--- config.mk ---
export PLATFORM = sky130hd
export DESIGN_NAME = div_iter
export DESIGN_NICKNAME = d
export VERILOG_FILES = /design/src/rtl/div_iter.sv
export SDC_FILE = /design/constraint.sdc
export NUM_CORES = 1
export LEC_CHECK = 0
export ABC_CLOCK_PERIOD_IN_PS = 4700
export BUFFER_PORTS_ARGS = -buffer_cell sky130_fd_sc_hd__buf_2
export CORE_MARGIN = 3
export CORE_UTILIZATION = 55
export DETAILED_ROUTE_END_ITERATION = 10
export PLACE_DENSITY_LB_ADDON = 0.12
export SETUP_SLACK_MARGIN = 0.5
export SLEW_MARGIN = 20
export SYNTH_ARGS = -nofsm -noshare
export SYNTH_HDL_FRONTEND = slang
export SYNTH_SLANG_ARGS = --single-unit
--- constraint.sdc ---
create_clock -name clk -period 4.7 [get_ports clk]
set_input_delay 1.175 -clock clk [delete_from_list [all_inputs] [get_ports clk]]
set_output_delay 1.175 -clock clk [all_outputs]
set_load 0.03 [all_outputs]
--- src/rtl/div_iter.sv ---
// Iterative restoring divider for DIV/DIVU: one quotient bit per cycle, with
// result_o = {remainder, quotient} feeding the HI/LO write path.
module div_iter #(
  parameter int WIDTH = 32
) (
  input  logic               clk,
  input  logic               rst,
  input  logic               start_i,
  input  logic               signed_i,
  input  logic [WIDTH-1:0]   opdata1_i,
  input  logic [WIDTH-1:0]   opdata2_i,
  input  logic               annul_i,
  output logic               busy_o,
  output logic               stallreq_o,
  output logic               ready_o,
  output logic [2*WIDTH-1:0] result_o
);

  localparam int CW = $clog2(WIDTH + 1);

  typedef enum logic [1:0] {
    S_IDLE   = 2'd0,
    S_BYZERO = 2'd1,
    S_ON     = 2'd2,
    S_END    = 2'd3
  } state_t;

  state_t             state_q, state_d;
  logic [CW-1:0]      cnt_q, cnt_d;
  logic [WIDTH-1:0]   rem_q, rem_d;
  logic [WIDTH-1:0]   quo_q, quo_d;
  logic [WIDTH-1:0]   dvs_q, dvs_d;
  logic               sgn1_q, sgn1_d;
  logic               sgn2_q, sgn2_d;
  logic               signed_q, signed_d;
  logic [2*WIDTH-1:0] result_q, result_d;

  logic               accept;
  logic               last_iter;
  logic [WIDTH-1:0]   mag1, mag2;
  logic [WIDTH:0]     trial, diff;
  logic               ge;
  logic [WIDTH-1:0]   rem_nxt, quo_nxt;
  logic               neg_quo, neg_rem;
  logic [WIDTH-1:0]   fix_rem, fix_quo, bz_rem;

  assign accept    = (state_q == S_IDLE) && start_i && !annul_i;
  assign last_iter = (cnt_q == CW'(WIDTH - 1));

  // State and datapath registers
  always_ff @(posedge clk) begin
    if (rst) begin
      state_q  <= S_IDLE;
      cnt_q    <= '0;
      rem_q    <= '0;
      quo_q    <= '0;
      dvs_q    <= '0;
      sgn1_q   <= 1'b0;
      sgn2_q   <= 1'b0;
      signed_q <= 1'b0;
      result_q <= '0;
    end else begin
      state_q  <= state_d;
      cnt_q    <= cnt_d;
      rem_q    <= rem_d;
      quo_q    <= quo_d;
      dvs_q    <= dvs_d;
      sgn1_q   <= sgn1_d;
      sgn2_q   <= sgn2_d;
      signed_q <= signed_d;
      result_q <= result_d;
    end
  end

  // Next-state logic
  always_comb begin
    state_d = state_q;
    case (state_q)
      S_IDLE: begin
        if (accept) begin
          state_d = (opdata2_i == {WIDTH{1'b0}}) ? S_BYZERO : S_ON;
        end else begin
          state_d = S_IDLE;
        end
      end
      S_BYZERO: begin
        if (annul_i) begin
          state_d = S_IDLE;
        end else begin
          state_d = S_END;
        end
      end
      S_ON: begin
        if (annul_i) begin
          state_d = S_IDLE;
        end else if (last_iter) begin
          state_d = S_END;
        end else begin
          state_d = S_ON;
        end
      end
      S_END:   state_d = S_IDLE;
      default: state_d = S_IDLE;
    endcase
  end

  // Datapath: operand capture, restoring step, and result formation with sign fix
  always_comb begin
    cnt_d    = cnt_q;
    rem_d    = rem_q;
    quo_d    = quo_q;
    dvs_d    = dvs_q;
    sgn1_d   = sgn1_q;
    sgn2_d   = sgn2_q;
    signed_d = signed_q;
    result_d = result_q;

    mag1 = (signed_i && opdata1_i[WIDTH-1]) ? ({WIDTH{1'b0}} - opdata1_i) : opdata1_i;
    mag2 = (signed_i && opdata2_i[WIDTH-1]) ? ({WIDTH{1'b0}} - opdata2_i) : opdata2_i;

    // quo_q doubles as the dividend shift register; a clear borrow bit means partial >= divisor
    trial   = {rem_q, quo_q[WIDTH-1]};
    diff    = trial - {1'b0, dvs_q};
    ge      = ~diff[WIDTH];
    rem_nxt = ge ? diff[WIDTH-1:0] : trial[WIDTH-1:0];
    quo_nxt = {quo_q[WIDTH-2:0], ge};

    neg_quo = signed_q && (sgn1_q ^ sgn2_q);
    neg_rem = signed_q && sgn1_q;
    fix_rem = neg_rem ? ({WIDTH{1'b0}} - rem_nxt) : rem_nxt;
    fix_quo = neg_quo ? ({WIDTH{1'b0}} - quo_nxt) : quo_nxt;
    bz_rem  = neg_rem ? ({WIDTH{1'b0}} - quo_q) : quo_q;

    case (state_q)
      S_IDLE: begin
        if (accept) begin
          cnt_d    = '0;
          rem_d    = '0;
          quo_d    = mag1;
          dvs_d    = mag2;
          sgn1_d   = opdata1_i[WIDTH-1];
          sgn2_d   = opdata2_i[WIDTH-1];
          signed_d = signed_i;
        end else begin
          cnt_d = cnt_q;
        end
      end
      S_ON: begin
        rem_d = rem_nxt;
        quo_d = quo_nxt;
        cnt_d = cnt_q + CW'(1);
        if (!annul_i && last_iter) begin
          result_d = {fix_rem, fix_quo};
        end else begin
          result_d = result_q;
        end
      end
      S_BYZERO: begin
        if (!annul_i) begin
          result_d = {bz_rem, {WIDTH{1'b1}}};
        end else begin
          result_d = result_q;
        end
      end
      default: result_d = result_q;
    endcase
  end

  // Output decode
  always_comb begin
    busy_o     = (state_q == S_ON) || (state_q == S_BYZERO);
    stallreq_o = accept || (state_q == S_ON) || (state_q == S_BYZERO);
    ready_o    = (state_q == S_END);
    result_o   = result_q;
  end

endmodule

==> flow_summary.yaml, run 1 <==
sta:
  fin_crit_ps: 4140
  timing.fmax_mhz: 242
  setup_viol: 0
  setup_ws_ps: 563
  holdWs_ps: 459
  period_share_pct: 88.0
  finalHoldViolCount: 0
  timing.slew.headroom_pct: 30.3
  rsz0062_at_grt: "true"
  fin_setup_tns_ps: 0
  worst_pin_slew_ps: 1050
  finClkSkew_ps: 12.3
  maxSlewViolCount: 0
layout:
  ff_latch_area_sq_um: 3430
  fillers: 2011
  multi_input_area_sq_um: 8760
  drive_above_1_share_pct: 15.2
  area_delta_synth_final_pct: 14.0
  fin_nets: 1953
  diodes: 0
logic_synthesis:
  async_flop_share_pct: 0
  seq_area_frac_synth_pct: 27.0
  synth_ff_type: "dfxtp_1"
  synth_edf_count: 0
  synth_top_area_cell: "dfxtp_1"
  netlist_area_sq_um: 12700
  yosysMostFrequentCell: "nor2_1"
  syn_nets: 1871
  synthCells: 1759
  ys_ff_latch: 171
  syn_area_per_cell_sq_um: 7.19
  synth_top_area_share_pct: 27.0
  ys_top_cells_by_count: "nor2_1, nand2_1, a21oi_1, dfxtp_1, o21ai_0"
  ys_types: 80
  ys_warn_count: 0
  synthTopCellsByArea: "dfxtp_1, nor2_1, a21oi_1, nand2_1, xnor2_1"
routing:
  routedWlPerCell_um: 19.4
  drt-pass1-iter-count: 5
  ant_nets: 0
  drt_iter0_drc: 1403
  vias: 13300
  routed_via_density: 6.25
  route.detailed.drc: 0
  routed_wl_mm: 41.4
clocking:
  clk_latency_ps: 440
  cts.sinks: 171
  hold_buffers: 0
  clkTransAtPathRegs_ps: 70
  clockBufferDepth: 2
  cts_root_buf: "clkbuf_16"
  cts_tree: "done"
  htreeDepth: 4
  cts_buffers: 17
global_routing:
  gr-usage-met1_pct: 47.3
  grt.overflow.total: 0
  grt_max_degree: 61
  grt_pass1_wl_mm: 65.5
  first_global_vias: 12200
  grt_usage_pct: 32.8
  grt_antenna_before_repair: 0
  met3_usage_pct: 6.86
  busiest_layer: "met2"
  met2_usage_pct: 49.5
power_and_ir_drop:
  p_per_area_nw_per_um2: 269
  max-vdd-ir-drop_uv: 223
  leakagePower_nw: 5.55
floorplanning:
  core_area_sq_um: 22200
  rows: 54
  die_w_um: 158
  die-height_um: 158
  initial_utilization_pct: 56.9
  pin_count: 136
  die_area_sq_um: 24900
worst_setup_path:
  ff2ff_path_depth: 20
  end_kind: "flop"
  crit_fanout: 4
  cp_slowest_cell: "dfxtp_4"
  path_cells: "inv_4, ha_4, inv_2, fa_2, a211oi_4, o211ai_1, a21oi_2, a211oi_2, mux2i_2, nor2_4, buf_6, buf_6, mux2i_4, ha_4, a21boi_4, and3_4, or3b_1, mux2i_1, o21a_1, nor3_2"
  critical_path_required_ps: 5000
  rr_startpoint: "quo_q[31]"
  crit_type: "reg2reg"
  crit_path_start_kind: "flop"
  cp_data_arrival_time_ps: 4440
  crit_start: "quo_q[31]"
  cpPeakStageDelay_ps: 360
placement:
  dpl_worst_slack_ps: 250
  portBuffers: 135
  place.gp.congestion: 0.954
  dp_hpwl_mm: 30.9
worst_hold_path:
  hold_depth: 2
  hold_path.class: "reg2reg"
  hold_start: "result_o[37]"
job:
  drv_cap: 0
status:
  status: "finished clean"
[cell families (layout without fill, tap and decap cells)]
group / count (synthesis) / count (layout) / synth area share [%]
simple gates: 651 / 651 / 23.6
compound gates: 526 / 526 / 26.3
buf+inv: 182 / 277 / 5.54
flops: 171 / 171 / 27.0
xor+xnor: 157 / 157 / 10.9
fa+ha+maj: 43 / 43 / 4.31
mux: 29 / 29 / 2.32
[worst paths after layout]
kind	endpoint	slack, ps
hold reg to reg	result_o[37]	460
hold / removal	result_o[37]	460
setup / recovery	result_o[62]	560
setup reg to reg	result_o[62]	560
[where the power goes]
part	total [mW]	internal, mW	switching, mW
Sequential	1.56	1.49	0.0694
Combinational	0.932	0.342	0.590
Clock	1.38	0.700	0.681
Total	3.87	2.53	1.34
[worst max-delay path, delay by kind of cell (launching register included)]
family | cells | cell delay, ps
DFF | 1 | 360
buffers and inverters | 4 | 310
muxes | 3 | 610
and+or+nand+nor | 4 | 790
AOI/OAI and AO/OA | 6 | 1270
adders and majority gates | 3 | 660
[cells in the final DEF (no fill, tap or decap), types with 5 or more instances in the layout]
cell | netlist | layout
o211ai_1 | 21 | 21
clkbuf_16 | 0 | 17
nand2b_1 | 7 | 7
a21o_1 | 13 | 13
nor4_1 | 26 | 24
nor2b_1 | 6 | 6
a41oi_1 | 6 | 6
o21a_1 | 6 | 6
and3_1 | 12 | 11
nand4_1 | 10 | 10
dfxtp_1 | 171 | 170
buf_4 | 0 | 49
ha_2 | 0 | 5
a211oi_1 | 69 | 68
inv_1 | 55 | 52
o21ai_1 | 8 | 11
o21bai_1 | 5 | 5
nand2_1 | 205 | 204
nor3_1 | 39 | 38
ha_1 | 42 | 34
a311oi_1 | 7 | 7
nor2_1 | 236 | 234
o41ai_1 | 7 | 7
o21ai_0 | 116 | 110
a21oi_1 | 171 | 168
a31oi_1 | 18 | 17
or4_1 | 13 | 12
a22oi_1 | 9 | 9
nand3_1 | 24 | 23
or3_1 | 29 | 28
xnor2_1 | 80 | 80
and2_1 | 13 | 13
xor2_1 | 77 | 77
inv_6 | 0 | 5
buf_2 | 14 | 134
nor3b_1 | 5 | 5
mux2i_1 | 26 | 24
o31ai_1 | 20 | 19
[metrics by stage]
step	power, mW	utilization (%)	cells	cell area, sq um
after global placement	2.45	61.0	2082	13600
after detailed placement	2.46	61.0	2082	13600
after global routing	4.04	64.9	2134	14400
final	3.87	64.9	2134	14400
after floorplan	2.20	-	1759	12800
after CTS	3.84	63.8	2119	14200
[final cells by class]
class | count | share of cell area [%]
Clock buffer | 18 | 2.98
Clock inverter | 14 | 0.867
Inverter | 57 | 1.52
Multi-Input combinational cell | 1406 | 60.7
Sequential cell | 171 | 23.8
Tap cell | 280 | 2.43
Timing Repair Buffer | 188 | 7.74
[registers in the layout, indices dropped and copies added, names as in the netlist]
| signal | cells |
|---|---|
| cnt_q | 6 |
| dvs_q | 32 |
| quo_q | 32 |
| rem_q | 32 |
| result_o | 64 |
| sgn1_q | 1 |
| sgn2_q | 1 |
| signed_q | 1 |
| state_q | 2 |
[layer usage]
metal | up-vias | share of wire [%]
met5 | - | 0
met4 | 0 | 2.1
met3 | 68 | 9.0
met2 | 588 | 44
met1 | 6265 | 45
li1 | 6421 | -
[repair_timing]
action / in CTS / in global routing
endpoints found under the setup margin: 14 / 27
pin swaps: 5 / 14
resized for setup: 4 / 34
buffers inserted: 5 / 15
Note: power is estimated with default switching activity, not from simulation.
==> run 2: changes to the inputs <==
GPL_TIMING_DRIVEN = 0   (was default)
==> flow_summary.yaml, run 2 (same netlist as run 1, synthesis figures left out) <==
worst_setup_path:
  crit-reg2reg-capture: "result_o[62]"
  critical_path_required_ps: 4990
  crit_path_start_kind: "flop"
  regToRegSetupSlack_ps: 320
  crit_fanout: 4
  cp_data_arrival_time_ps: 4670
  end_kind: "flop"
  ff2ff_path_depth: 17
  rr_startpoint: "quo_q[31]"
  crit_type: "reg2reg"
power_and_ir_drop:
  max-vdd-ir-drop_uv: 237
  p_per_area_nw_per_um2: 267
  leakagePower_nw: 5.73
  design_power_total_mw: 4.01
routing:
  routedWlPerCell_um: 20.6
  routed_wl_mm: 46.2
  routed_via_density: 6.36
  route.detailed.drc: 0
  wl_met2_mm: 19.9
  wl_met1_mm: 20.1
  drt-pass1-iter-count: 6
  drt_iter0_drc: 1797
  dr_wl_met3_mm: 4.91
  vias: 14200
  ant_nets: 0
  highest_layer: "met4"
sta:
  timing.slew.headroom_pct: 27.7
  maxSlewViolCount: 0
  holdWs_ps: 457
  period_share_pct: 93.2
  setup_viol: 0
  finalHoldViolCount: 0
  rsz0062_at_grt: "true"
  finClkSkew_ps: 13.3
  worst_pin_slew_ps: 1080
  timing.fmax_mhz: 228
  fin_crit_ps: 4380
worst_hold_path:
  hold_start: "result_o[59]"
  hold_depth: 2
  hold_path.class: "reg2reg"
  holdPathEnd: "result_o[59]"
layout:
  area_delta_synth_final_pct: 18.7
  largest_reg_flops: 64
  finish.instance_area_sq_um: 15000
  final_cell_mix: "nor2_1, nand2_1, a21oi_1, dfxtp_1, buf_2"
  diodes: 0
  final_common_cell: "nor2_1"
  drive_above_1_share_pct: 16.0
  fin_nets: 2062
  fillers: 1990
placement:
  place_area_sq_um: 13800
  place.gp.congestion: 0.980
  dp_hpwl_mm: 35.5
  portBuffers: 134
clocking:
  clk_latency_ps: 440
  htreeDepth: 4
  cts_buffers: 17
  cts_tree: "done"
  clkTransAtPathRegs_ps: 70
  cts.sinks: 171
  hold_buffers: 0
  cts_root_buf: "clkbuf_16"
  clockBufferDepth: 2
floorplanning:
  core_area_sq_um: 22200
  die-height_um: 158
  die_area_sq_um: 24900
  initial_utilization_pct: 56.9
  pin_count: 136
  die_w_um: 158
  rows: 54
global_routing:
  grt_antenna_before_repair: 0
  first_global_vias: 12900
  grt_usage_pct: 35.8
  grt.overflow.total: 0
  grt_max_degree: 19
  grt_pass1_wl_mm: 70.0
job:
  drv_cap: 0
status:
  status: "finished clean"
-- run 2: cell count changes in the layout (fill, tap and decap cells not counted), moves of 5 or more --
| cell | before | now |
|---|---|---|
| buf_2 | 134 | 141 |
| buf_4 | 49 | 34 |
| clkbuf_1 | 1 | 102 |
| clkbuf_2 | 0 | 5 |
| dfxtp_1 | 170 | 165 |
| o21ai_0 | 110 | 102 |
-- run 2: per-stage QoR --
stage          instances  util, %  TNS, ps  setup slack (ps)
2_1_floorplan       1759        -        0               503
3_3_place_gp        2173     62.0    -4000              -437
3_5_place_dp        2173     62.0    -4690              -486
4_1_cts             2226     65.9        0               426
5_1_grt             2242     67.6        0               216
6_report            2242     67.6        0               319
-- run 2: routing by layer --
metal | GRT usage (%) | vias to the layer above
li1 | - | 6649
met1 | 50.5 | 6662
met2 | 54.9 | 835
met3 | 7.98 | 102
met4 | 10.6 | 0
met5 | 0 | -
-- run 2: critical path, cell delays in order, from the launching register on --
cell      delay, ps
dfxtp_4         360
inv_6            70
ha_4            150
inv_2            40
fa_2            360
a211oi_4        250
buf_4           170
o21ai_1         140
nor4b_2         220
or4_1           420
a32oi_1         320
nand2b_1        160
o41ai_2         590
and3_4          320
or3b_1          340
mux2i_1         150
o21a_1          140
nor3_1           40
-- run 2: layout make-up --
| type | count | area [sq um] | share of cell area, % |
|---|---|---|---|
| Multi-Input combinational cell | 1406 | 8890 | 59.2 |
| Sequential cell | 171 | 3440 | 22.9 |
| Timing Repair Buffer | 172 | 965 | 6.42 |
| Buffer | 125 | 587 | 3.91 |
| Clock buffer | 17 | 425 | 2.83 |
| Tap cell | 280 | 350 | 2.33 |
| Inverter | 57 | 221 | 1.47 |
| Clock inverter | 14 | 149 | 0.991 |
-- run 2: where the power goes --
part | internal (mW) | switching [mW] | leakage (nW)
sequential | 1.49 | 0.0329 | 1.39
combinational | 0.384 | 0.690 | 4.06
clock | 0.710 | 0.703 | 0.285
total | 2.59 | 1.43 | 5.73
-- run 2: worst max-delay path by stage --
stage                         start            to  slack, ps  depth (start not counted)
after global routing      quo_q[31]  result_o[62]        220                         23
after CTS                 quo_q[31]  result_o[62]        430                         23
after floorplan           quo_q[31]  result_o[62]        500                         23
after detailed placement  quo_q[31]  result_o[30]       -490                         21
after global placement    quo_q[31]  result_o[30]       -440                         21
final                     quo_q[31]  result_o[62]        320                         17
-- run 2: what timing repair did --
item / CTS / global route
endpoints found under the setup margin: 46 / 28
cloned: 0 / 1
setup buffers: 22 / 15
gates resized for setup: 44 / 71
pin swaps: 14 / 33
